### src/rtl/lcd_timing_gen.sv
// Raster timing generator for the 480x272 piano LCD, one pixel per clk_lcd.
// Define LCD_STARTUP_DELAY_EN to hold disp_en (and rgb_en) low for the first STARTUP_FRAMES frames.
module lcd_timing_gen #(
  parameter int H_SYNC   = 41,
  parameter int H_BP     = 2,
  parameter int H_ACTIVE = 480,
  parameter int H_FP     = 2,
  parameter int V_SYNC   = 10,
  parameter int V_BP     = 2,
  parameter int V_ACTIVE = 272,
  parameter int V_FP     = 2
) (
  input  logic       clk_lcd,
  input  logic       reset,
  output logic       hsync_n,
  output logic       vsync_n,
  output logic       flagh,
  output logic       flagv,
  output logic [9:0] hcount_reg,
  output logic [8:0] Vcount_reg,
  output logic       rgb_en,
  output logic       frame_start,
  output logic       disp_en
);

  localparam int H_START = H_SYNC + H_BP;
  localparam int H_END   = H_START + H_ACTIVE;
  localparam int H_TOTAL = H_END + H_FP;
  localparam int V_START = V_SYNC + V_BP;
  localparam int V_END   = V_START + V_ACTIVE;
  localparam int V_TOTAL = V_END + V_FP;

  typedef enum logic [1:0] {PH_SYNC, PH_BACK, PH_ACTIVE, PH_FRONT} phase_t;

  logic       started;
  logic       line_wrap;
  logic [9:0] hc, hc_next;
  logic [8:0] vc, vc_next;
  phase_t     h_state, h_state_next;
  phase_t     v_state, v_state_next;

  logic       hsync_n_d, vsync_n_d, flagh_d, flagv_d, frame_start_d, disp_en_d;
  logic [9:0] hcount_d;
  logic [8:0] vcount_d;

  // Counters hold at zero for the first cycle after reset so that cycle shows position 0.
  always_comb begin
    // NOTE: every signal gets a default before any branch so no latch is inferred.
    hc_next   = '0;
    vc_next   = '0;
    line_wrap = started && (hc == 10'(H_TOTAL - 1));
    if (started) begin
      hc_next = line_wrap ? '0 : hc + 10'd1;
      vc_next = vc;
      if (line_wrap) vc_next = (vc == 9'(V_TOTAL - 1)) ? '0 : vc + 9'd1;
    end
  end

  // State register.
  always_ff @(posedge clk_lcd) begin
    // NOTE: sequential state uses non-blocking assignments so all registers update together.
    if (reset) begin
      started <= 1'b0;
      hc      <= '0;
      vc      <= '0;
      h_state <= PH_SYNC;
      v_state <= PH_SYNC;
    end else begin
      started <= 1'b1;
      hc      <= hc_next;
      vc      <= vc_next;
      h_state <= h_state_next;
      v_state <= v_state_next;
    end
  end

  // Next-state logic: phases advance when the next counter value crosses a boundary.
  always_comb begin
    h_state_next = h_state;
    v_state_next = v_state;
    if (!started) begin
      h_state_next = PH_SYNC;
      v_state_next = PH_SYNC;
    end else begin
      unique case (h_state)
        PH_SYNC:   if (hc_next == 10'(H_SYNC))  h_state_next = PH_BACK;
        PH_BACK:   if (hc_next == 10'(H_START)) h_state_next = PH_ACTIVE;
        PH_ACTIVE: if (hc_next == 10'(H_END))   h_state_next = PH_FRONT;
        PH_FRONT:  if (hc_next == '0)           h_state_next = PH_SYNC;
      endcase
      if (line_wrap) begin
        unique case (v_state)
          PH_SYNC:   if (vc_next == 9'(V_SYNC))  v_state_next = PH_BACK;
          PH_BACK:   if (vc_next == 9'(V_START)) v_state_next = PH_ACTIVE;
          PH_ACTIVE: if (vc_next == 9'(V_END))   v_state_next = PH_FRONT;
          PH_FRONT:  if (vc_next == '0)          v_state_next = PH_SYNC;
        endcase
      end
    end
  end

  // Output decode from the next state, registered below so outputs line up with hc/vc.
  always_comb begin
    hsync_n_d     = (h_state_next != PH_SYNC);
    vsync_n_d     = (v_state_next != PH_SYNC);
    flagh_d       = (h_state_next == PH_ACTIVE);
    flagv_d       = (v_state_next == PH_ACTIVE);
    hcount_d      = flagh_d ? hc_next - 10'(H_START) : '0;
    vcount_d      = flagv_d ? vc_next - 9'(V_START) : '0;
    frame_start_d = (hc_next == '0) && (vc_next == '0);
  end

`ifdef LCD_STARTUP_DELAY_EN
  localparam int STARTUP_FRAMES = 4;

  logic [2:0] frame_cnt;

  // Counts frame_start pulses; saturates once the panel has been enabled.
  always_ff @(posedge clk_lcd) begin
    if (reset) begin
      frame_cnt <= '0;
    end else if (frame_start_d && (frame_cnt != 3'(STARTUP_FRAMES))) begin
      frame_cnt <= frame_cnt + 3'd1;
    end
  end

  assign disp_en_d = disp_en || (frame_start_d && (frame_cnt == 3'(STARTUP_FRAMES)));
`else
  assign disp_en_d = 1'b1;
`endif

  always_ff @(posedge clk_lcd) begin
    if (reset) begin
      hsync_n     <= 1'b1;
      vsync_n     <= 1'b1;
      flagh       <= 1'b0;
      flagv       <= 1'b0;
      hcount_reg  <= '0;
      Vcount_reg  <= '0;
      rgb_en      <= 1'b0;
      frame_start <= 1'b0;
      disp_en     <= 1'b0;
    end else begin
      hsync_n     <= hsync_n_d;
      vsync_n     <= vsync_n_d;
      flagh       <= flagh_d;
      flagv       <= flagv_d;
      hcount_reg  <= hcount_d;
      Vcount_reg  <= vcount_d;
      // One cycle behind the flags, matching the downstream colour register.
      rgb_en      <= flagh && flagv && disp_en_d;
      frame_start <= frame_start_d;
      disp_en     <= disp_en_d;
    end
  end

endmodule

### config.mk
export PLATFORM = sky130hd
export DESIGN_NAME = lcd_timing_gen
export DESIGN_NICKNAME = d
export VERILOG_FILES = /design/src/rtl/lcd_timing_gen.sv
export SDC_FILE = /design/constraint.sdc
export NUM_CORES = 1
export LEC_CHECK = 0
export ABC_AREA = 1
export BUFFER_PORTS_ARGS = -buffer_cell sky130_fd_sc_hd__buf_2
export CORE_MARGIN = 2
export CORE_UTILIZATION = 42
export DETAILED_ROUTE_END_ITERATION = 10
export MAX_ROUTING_LAYER = met4
export PLACE_DENSITY = 0.67
export SETUP_SLACK_MARGIN = 0.3
export SLEW_MARGIN = 20
export SYNTH_ARGS = -nofsm -noshare
export SYNTH_HDL_FRONTEND = slang
export SYNTH_SLANG_ARGS = --single-unit
### constraint.sdc
create_clock -name clk_lcd -period 3.4 [get_ports clk_lcd]
set_input_delay 0.51 -clock clk_lcd [delete_from_list [all_inputs] [get_ports clk_lcd]]
set_output_delay 0.51 -clock clk_lcd [all_outputs]
set_load 0.02 [all_outputs]
==> results.sh <==
export IMPL_status="completed"
export IMPL_routedWlPerCell_um=11.1
export IMPL_grt_ovfl_total=0
export IMPL_ant_nets=0
export IMPL_synth_compound_area_frac=0.0333
export IMPL_root_buffer="clkbuf_8"
export IMPL_switchingPower_mw=0.232
export IMPL_rsz0062_at_grt="no"
export IMPL_synthAdderAreaFrac=0.0451
export IMPL_path_clk_slew_ns=0.09
export IMPL_synth_xor_area_share=0.0473
export IMPL_maxSlewViolCount=0
export IMPL_port_buffer_count=27
export IMPL_r2r_end="Vcount_reg[7]"
export IMPL_drc=0
export IMPL_antenna_found_initial=0
export IMPL_worst_pin_slew_ns=0.514
export IMPL_first_pass_iters=4
export IMPL_n_antenna_cell=0
export IMPL_crit_fanout=11
export IMPL_dieArea_um2=7280
export IMPL_cp_startpoint="hc[0]"
export IMPL_grt_start_max_net_pins=27
export IMPL_crit_top_cell="inv_1"
export IMPL_numClockSinks=49
export IMPL_intPower_mw=0.755
export IMPL_synth_top_family_by_area="simple AND/OR/NAND/NOR gates"
export IMPL_num_rows=29
export IMPL_cp_slowest_cell="a21oi_1"
export IMPL_max_freq_mhz=357
export IMPL_grt_pass1_vias=2189
export IMPL_nets=422
export IMPL_yosysWarningCount=0
export IMPL_r2r_slack_ns=0.60
export IMPL_post_place_ws_ns=0.457
export IMPL_seq_area_frac_synth=0.353
export IMPL_vdd_drop_max_v=0.000216
export IMPL_post_route_util=0.479
export IMPL_crit_end="Vcount_reg[7]"
export IMPL_core_area_um2=6390
export IMPL_p_clk_frac=0.366
export IMPL_p_seq_frac=0.587
export IMPL_htree_levels=2
export IMPL_io_pins=28
export IMPL_cp_slowest_stage_delay_ns=0.39
export IMPL_muxShareOfSynthArea=0
export IMPL_cp_data_required_time_ns=3.65
export IMPL_syn_area_per_cell_um2=7.27
export IMPL_netlist_instances=382
export IMPL_crit_path_start_kind="flop"
export IMPL_r2r_start="hc[0]"
export IMPL_drv_cap=0
export IMPL_setup_viol=0
export IMPL_hold_viol=0
export IMPL_p_total_mw=0.988
export IMPL_first_iter_violations=100
export IMPL_ys_types=29
export IMPL_setup_tns_ns=0
export IMPL_path_cells="inv_1 -> ha_1 -> inv_1 -> nor2_1 -> nand3_1 -> nor2_4 -> a21oi_1 -> a21oi_1 -> inv_1 -> ha_1 -> nand3_1 -> nor2_1 -> nand2_2 -> nand2_2 -> nand2_1 -> nor2_2 -> nor2_4 -> nand3_4 -> nor2_2"
export IMPL_leakagePower_nw=1.54
export IMPL_n_fill_cell=640
export IMPL_worstRegToRegCells=19
export IMPL_via_per_inst=4.69
export IMPL_clock_path_buffers=2
export IMPL_syn2layout_area_growth_pct=10.2
export IMPL_synth_simple_area_share=0.417
export IMPL_stdcell_count=488
export IMPL_skew_ns=0.00464
export IMPL_synth_nets=394
export IMPL_wl_um=5420
export IMPL_grt_use_total=0.169
export IMPL_switching_share=0.235
export IMPL_crit_arrival_ns=3.05
export IMPL_finalCritPeriodShare=0.824
export IMPL_hpwl_um=4200
export IMPL_synth_area_um2=2780
export IMPL_critPathCaptureType="flop"
export IMPL_combPwrFrac=0.046
export IMPL_vias=2289
export IMPL_clock_latency_ns=0.30
export IMPL_critPathKind="reg -> reg"
export IMPL_worst_slack_ns=0.599
export IMPL_yosys_register_bits=49
export IMPL_drive_above_1_share=0.251
export IMPL_hp_class="reg -> reg"
export IMPL_fp_dieW_um=85.3
export IMPL_cts_tree="built"
export IMPL_place_congestion=0.872
export IMPL_initial_core_util=0.435
export IMPL_grt_pass1_wl_um=9690
export IMPL_fin_crit_ns=2.80
export IMPL_max_slew_margin=0.657
export IMPL_place_inst=480
export IMPL_dieHeight_um=85.3
export IMPL_power_density_nw_per_um2=323
export IMPL_cts_buffers=5
==> critical path, delay by kind of cell, from the launching register on <==
family	cells	cell delay, ns
AOI/OAI and AO/OA	2	0.49
adders and majority gates	2	0.37
buffers and inverters	3	0.29
DFF	1	0.37
and+or+nand+nor	12	1.23
==> kinds of logic after synthesis <==
| logic type | Yosys count |
|---|---|
| flops | 49 |
| fa+ha+maj | 10 |
| xor+xnor | 15 |
| simple gates | 224 |
| compound gates | 15 |
| buf+inv | 69 |
==> synth_stat cells <==
master	number	area, um2
a21boi_4	1	18.8
a21oi_1	9	45.0
buf_12	1	20.0
buf_2	2	10.0
buf_4	1	7.51
buf_6	1	11.3
clkbuf_1	2	7.51
clkinv_1	1	3.75
dfxtp_1	49	981
ha_1	10	125
inv_1	59	221
inv_2	2	7.51
nand2_1	65	244
nand2_2	13	81.3
nand2_4	9	101
nand3_1	26	130
nand3_2	4	40.0
nand3_4	1	17.5
nand4_1	6	37.5
nand4_2	1	12.5
nor2_1	60	225
nor2_2	29	181
nor2_4	5	56.3
nor3_1	4	20.0
nor3_2	1	10.0
o21ai_0	4	20.0
o21ai_2	1	8.76
xnor2_1	4	35.0
xor2_1	11	96.3
==> metrics by stage <==
stage                     hold slack (ns)  cell area [um2]
after floorplan                     0.509             2780
after global placement              0.422             2960
after detailed placement            0.426             2960
after CTS                           0.440             3060
after global routing                0.494             3060
final                               0.439             3060
==> routing by layer <==
layer	share of wire	GRT usage	vias to the layer above	routed length [um]
met5	0	-	-	0
met4	0.010	0.0534	0	55
met3	0.042	0.0321	7	228
met2	0.49	0.286	37	2660
met1	0.46	0.202	1022	2470
li1	-	-	1223	-
==> power by group through the flow <==
stage	logic [mW]	clock network [mW]	registers, mW
3_3_place_gp	0.0457	0	0.594
2_1_floorplan	0.0341	0	0.597
3_5_place_dp	0.0461	0	0.594
5_1_grt	0.0521	0.400	0.581
4_1_cts	0.0462	0.380	0.580
6_report	0.0457	0.362	0.580
==> area by class of cell <==
class                   instances  area (um2)  share of cell area
inverters                      62         233              0.0760
flip-flops and latches         49         981               0.321
repair buffers                 28         143              0.0466
well taps                      77        96.3              0.0315
clock inverters                 2        13.8             0.00450
multi-input cells             264        1510               0.494
clock buffers                   6        82.6              0.0270
==> cell usage in the layout, fill, tap and decap left out, types with 9 or more instances in the layout <==
cell      n
a21oi_1   9
buf_2    27
dfxtp_1  49
ha_1     10
inv_1    59
nand2_1  65
nand2_2  13
nand2_4   9
nand3_1  26
nor2_1   60
nor2_2   28
xor2_1   11
==> worst min-delay path by stage <==
stage                     depth (start not counted)  start      to  slack, ns
after global routing                              2  flagv  rgb_en       0.49
after CTS                                         2  flagh  rgb_en       0.44
after detailed placement                          2  flagh  rgb_en       0.43
final                                             2  flagh  rgb_en       0.44
after floorplan                                   2  flagv  rgb_en       0.51
after global placement                            2  flagh  rgb_en       0.42
==> timing repair <==
item,4_1_cts,5_1_grt
hold buffers,0,0
endpoints found under the setup margin,0,11
buffers inserted,0,0
resized for setup,0,1
(Power assumes the default switching activity.)
